$ cat src/rtl/mod_counter.sv
// -----------------------------------------------------------------------------
// mod_counter
//
// Parametrised up/down modulo counter with synchronous load and registered
// compare/wrap flags. Every flag is a registered output, so each reports the
// count value held before the clock edge that sets it.
//
// Parameters:
//   WIDTH     - counter width in bits (2..32)
//   MAX       - highest count value; the modulus is MAX+1 (1 <= MAX <= 2**WIDTH-1)
//   RESET_VAL - value loaded into count on reset (<= MAX)
//
// Ports:
//   clk      in   clock, rising edge active
//   reset    in   asynchronous active-low reset
//   en       in   count enable
//   up       in   direction: 1 = up, 0 = down
//   load     in   synchronous load request (priority over en)
//   load_val in   value to load, clamped to MAX
//   cmp_val  in   compare value for match
//   count    out  current count
//   match    out  registered (count == cmp_val), one cycle behind count
//   wrap     out  one-cycle pulse on an overflow or underflow event
//
// Build option:
//   MOD_COUNTER_SATURATE_EN - when defined, overflow holds count at MAX and
//   underflow holds it at 0; wrap still pulses on every attempted event.
// -----------------------------------------------------------------------------
module mod_counter #(
    parameter int              WIDTH     = 8,
    parameter logic [WIDTH-1:0] MAX       = {WIDTH{1'b1}},
    parameter logic [WIDTH-1:0] RESET_VAL = '0
) (
    input  logic             clk,
    input  logic             reset,
    input  logic             en,
    input  logic             up,
    input  logic             load,
    input  logic [WIDTH-1:0] load_val,
    input  logic [WIDTH-1:0] cmp_val,
    output logic [WIDTH-1:0] count,
    output logic             match,
    output logic             wrap
);

    localparam logic [WIDTH-1:0] ONE  = {{(WIDTH-1){1'b0}}, 1'b1};
    localparam logic [WIDTH-1:0] ZERO = '0;

    // Values above MAX are not representable in the count sequence.
    function automatic logic [WIDTH-1:0] clamp_to_max(input logic [WIDTH-1:0] v);
        return (v > MAX) ? MAX : v;
    endfunction

    // Count value that follows an overflow event.
    function automatic logic [WIDTH-1:0] overflow_val();
`ifdef MOD_COUNTER_SATURATE_EN
        return MAX;
`else
        return ZERO;
`endif
    endfunction

    // Count value that follows an underflow event.
    function automatic logic [WIDTH-1:0] underflow_val();
`ifdef MOD_COUNTER_SATURATE_EN
        return ZERO;
`else
        return MAX;
`endif
    endfunction

    logic [WIDTH-1:0] count_next;
    logic             wrap_next;

    always_comb begin
        count_next = count;
        wrap_next  = 1'b0;
        if (load) begin
            count_next = clamp_to_max(load_val);
        end else if (en) begin
            if (up) begin
                if (count == MAX) begin
                    count_next = overflow_val();
                    wrap_next  = 1'b1;
                end else begin
                    count_next = count + ONE;
                end
            end else begin
                if (count == ZERO) begin
                    count_next = underflow_val();
                    wrap_next  = 1'b1;
                end else begin
                    count_next = count - ONE;
                end
            end
        end
    end

    // match looks at the pre-edge count, so it trails count by one cycle
    // regardless of en/load.
    always_ff @(posedge clk or negedge reset) begin
        if (!reset) begin
            count <= RESET_VAL;
            match <= 1'b0;
            wrap  <= 1'b0;
        end else begin
            count <= count_next;
            match <= (count == cmp_val);
            wrap  <= wrap_next;
        end
    end

endmodule

$ cat config.mk
export PLATFORM = sky130hd
export DESIGN_NAME = mod_counter
export DESIGN_NICKNAME = d
export VERILOG_FILES = /design/src/rtl/mod_counter.sv
export SDC_FILE = /design/constraint.sdc
export NUM_CORES = 1
export LEC_CHECK = 0
export BUFFER_PORTS_ARGS = -buffer_cell sky130_fd_sc_hd__buf_4
export CAP_MARGIN = 10
export CORE_ASPECT_RATIO = 0.8
export CORE_MARGIN = 2
export CORE_UTILIZATION = 45
export DETAILED_ROUTE_END_ITERATION = 16
export PLACE_DENSITY = 0.77
export RECOVER_POWER = 100
export SLEW_MARGIN = 5
export SYNTH_ARGS = -nofsm -noshare
export SYNTH_HDL_FRONTEND = slang
export SYNTH_SLANG_ARGS = --single-unit
export TNS_END_PERCENT = 100
$ cat constraint.sdc
create_clock -name clk -period 1.85 [get_ports clk]
set_input_delay 0.2775 -clock clk [delete_from_list [all_inputs] [get_ports clk]]
set_output_delay 0.2775 -clock clk [all_outputs]
set_load 0.03 [all_outputs]
# Word-level counts from Yosys, hierarchy flattened
# Cells that the tools add are included.
# totals
out_inout_bits	10
inputBits	21
wordCells	21
register_bits	10
# op_classes
add_sub_neg	2
eq_ne	2
mux	11
n_reduce_logical	2
order_cmp	1
# op_table
op	count
$mux 8	6
$add 8x1->8 const B	1
$eq 8x8->1	1
$eq 8x8->1 const B	1
$gt 8x8->1 const B	1
$logic_not 8->1	1
$sub 8x1->8 const B	1
$mux 1	5
$reduce_bool 2->1	1

# Longest topological paths before layout
# logic_depth
depth_word	5
depth_mapped	7
mapped_depth_nobuf	6

# Least setup slack after synthesis
# No wires, ideal clock.
# synth_timing
path_kind	register to register
from	register count[0]
to	register count[0]
required_ns	1.784
path_stages_with_launch	8
path_slack_ns	-0.314
setup_ns	0.066
period_less_slack_ns	2.164
t_arrival_ns	2.098
path_cell_list	dfrtp_1 > buf_2 > inv_1 > ha_1 > or4b_4 > or3_4 > a211oi_2 > o31a_1
# synth_via
elab_chain_len	5
# synth_rtl
element	line_no	text
start: declaration	41	output logic [WIDTH-1:0] count,
start signal: assignment	107	count <= count_next;
$sub 8x1->8, or another cell as far along	93	count_next = count - ONE;
$mux 8 (on tied branches)	89, 82	
$mux 8 (*)	81	if (up) begin
$mux 8 (*)	80	end else if (en) begin
$mux 8 (*)	78	if (load) begin
# Mark *: on every way between the ends. The rest lies on a longest branch, timed or not. The select of a mux whose other input is x is not followed.
# A chain may end at the register's enable or synchronous reset.

# Worst setup path after layout
# Ends and elaborated chain as after synthesis.

==> out/qor.csv <==
stage,metric,value,unit
yosys,synthesized-area fraction occupied by adder cells,3.90,%
yosys,cell count after synthesis,118,
pwr,leakage,0.546,nW
drt,Vias,1027,
clock_tree,Max Root-Sink Buffers,2,
placed_design,HPWL after DPL,2010,um
worst_hold_path,hold crit path type,input port to register,
yosys,Synth Cell Area,963,um2
pwr,total power,0.000839,W
yosys,Synth Area in XOR/XNOR,10.9,%
timing,measured slew at the worst slew-check pin,0.602,ns
timing,Fmax,543,MHz
floorplanning,Die W,55.7,um
clock_tree,"Reg clk slew, reported paths",0.08,ns
drt,total wire length,2770,um
yosys,largest family of logic cells by synthesized area,simple AND/OR/NAND/NOR gates,
clock_tree,H-tree depth,1,
yosys,"Seq/Total Area, Yosys",26.0,%
floorplanning,# rows,14,
timing,Final Hold Viols,0,
setup_path,CP Launch Type,register,
yosys,ys flop type,dfrtp_1,
drt,Final ANT Viol Nets,0,
floorplanning,Initial Util,49.5,%
yosys,mux share of post-synthesis cell area,0,%
timing,clk_skew,0.0132,ns
grt,global-route wire length before repair,4400,um
grt,initial antenna violation count,0,
final_layout,share of cells above drive strength 1,32.5,%
final_layout,# nets final,179,
floorplanning,I/O Pins,31,
placed_design,GP Congestion,0.889,
floorplanning,die area,2530,um2
yosys,synthesized area per cell,8.16,um2
clock_tree,Clock Latency Late Sink,0.29,ns
timing,Setup Viol. Count Final,0,
pwr,Peak VDD IR,0.641,mV
grt,largest net degree at the start of global routing,22,
drt,DRT iter0 DRCs,52,
grt,total grt overflow,0,
yosys,count of cell types in the netlist,43,
final_layout,Syn-to-layout area delta,33.5,%
grt,vias in the first global route,905,
outcome,outcome,"complete, no violations",
drt,DR WL/cell,15.6,um
drt,total iterations of the first detailed-routing run,4,
placed_design,port bufs,30,
yosys,Post-synth ARST share,100,%
drt,Vias/cell,5.77,
timing,relative slew slack,59.9,%
setup_path,CP required,2.08,ns
yosys,yosys warns,0,
yosys,total nets after synthesis,142,
clock_tree,Root Buffer,clkbuf_4,
clock_tree,CTS tree,done,
setup_path,WP data arrival,2.07,ns
final_layout,Post-Route Utilization,66.2,%
floorplanning,core area,1940,um2
timing,RSZ-0062 raised after global routing,true,
clock_tree,CTS Buf Count,3,
timing,Tcrit/Tclk final,99.5,%
clock_tree,clk sinks,10,
final_layout,Fill cells,178,
timing,Pins Over Slew Limit,0,
floorplanning,chip height,45.4,um
timing,fin crit period,1.84,ns
run,Max Cap Viol,0,
setup_path,critical path class,register to register,
setup_path,Critical Path Sink Type,register,
yosys,compound-cell area share of the yosys netlist,21.3,%
final_layout,n_diodes,0,
final_layout,most frequent cells in the layout,"buf_4, nor2_1, xnor2_1",
grt,GRT Total Usage,22.6,%
yosys,Post-Synth Simple-Gate Area,30.1,%
pwr,cell area power density,653,nW/um2
yosys,Post-synth EDFFs,0,
setup_path,Crit Path Max Fanout,3,
drt,Remaining DRCs,0,
final_layout,"commonest non-fill, non-tap cell in the layout",buf_4,
yosys,"FF+latch count, synth",10,
-- report_power, final --
part	internal, W	total [W]	switching [W]	leakage (nW)
Combinational	0.000179	0.000397	0.000218	0.411
Sequential	0.000241	0.000268	0.0000271	0.120
Clock	0.0000839	0.000174	0.0000900	0.0150
-- cell usage after synthesis (2+ instances only) --
master / number / area [um2]
nand4_1: 4 / 25.0
nor2b_1: 2 / 12.5
clkbuf_1: 5 / 18.8
nor3b_1: 3 / 22.5
nand2_1: 3 / 11.3
a32o_1: 2 / 20.0
nor3_1: 4 / 20.0
nor2_1: 13 / 48.8
a21oi_1: 8 / 40.0
xnor2_1: 10 / 87.6
nand2b_1: 4 / 25.0
ha_1: 3 / 37.5
and3_1: 2 / 12.5
nand3_1: 3 / 15.0
nand4b_1: 2 / 17.5
xor2_1: 2 / 17.5
buf_2: 5 / 25.0
dfrtp_1: 10 / 250
a221o_1: 2 / 20.0
o21ai_0: 5 / 25.0
inv_1: 4 / 15.0
-- layout make-up --
class | instances | area, um2 | area share (%)
tap | 24 | 30.0 | 2.33
inverter | 4 | 20.0 | 1.56
clock buffer | 4 | 26.3 | 2.04
multi-input combinational | 92 | 654 | 50.9
timing repair buffer | 44 | 303 | 23.5
sequential | 10 | 253 | 19.6
-- logic make-up after synthesis --
logic type,count (synthesis)
simple gates,49
compound gates,28
buf+inv,16
xor+xnor,12
flops,10
fa+ha+maj,3
-- worst paths after layout --
check                       startpoint  endpoint  slack, ns  depth (start not counted)
min                        load_val[2]  count[2]       0.18                          3
max                           count[0]  count[0]       0.01                          6
min reg2reg                   count[6]  count[6]       0.74                          2
max in group asynchronous        reset  count[0]       0.93                          2
max reg2reg                   count[0]  count[0]       0.01                          6
min in group asynchronous        reset  count[6]       0.50                          2
-- critical path: stages (launching register included) --
cell	delay, ns
dfrtp_2	0.44
inv_4	0.08
ha_4	0.13
or4b_4	0.46
or3_4	0.35
a211oi_2	0.19
o31a_1	0.13
-- per-stage QoR --
stage / cell area [um2] / worst slack, ns / TNS, ns / hold slack, ns / std cells
final: 1290 / 0.0100 / 0 / 0.180 / 178
after global routing: 1290 / -0.0396 / -0.0692 / 0.203 / 178
after CTS: 1280 / 0.00238 / 0 / 0.182 / 174
after detailed placement: 1250 / 0.0245 / 0 / 0.119 / 169
after global placement: 1250 / 0.0646 / 0 / 0.117 / 169
after floorplan: 996 / -0.121 / -0.238 / -0.0181 / 118
-- registers in the layout, indices dropped and copies added, names as in the netlist --
signal	count
wrap	1
match	1
count	8
-- layer usage --
metal | up-vias | GRT usage [%] | routed length, um
met1 | 480 | 28.6 | 1190
li1 | 503 | - | -
met5 | - | 0 | 0
met4 | 0 | 5.37 | 20
met3 | 3 | 7.67 | 192
met2 | 41 | 37.9 | 1370
-- repair_timing --
action,in CTS,in global routing
setup buffers,0,4
hold buffers,1,0
hold endpoints to repair,10,0
gates resized for setup,0,1
endpoints found under the setup margin,0,3
No activity file was read; power rests on OpenSTA's default activity.
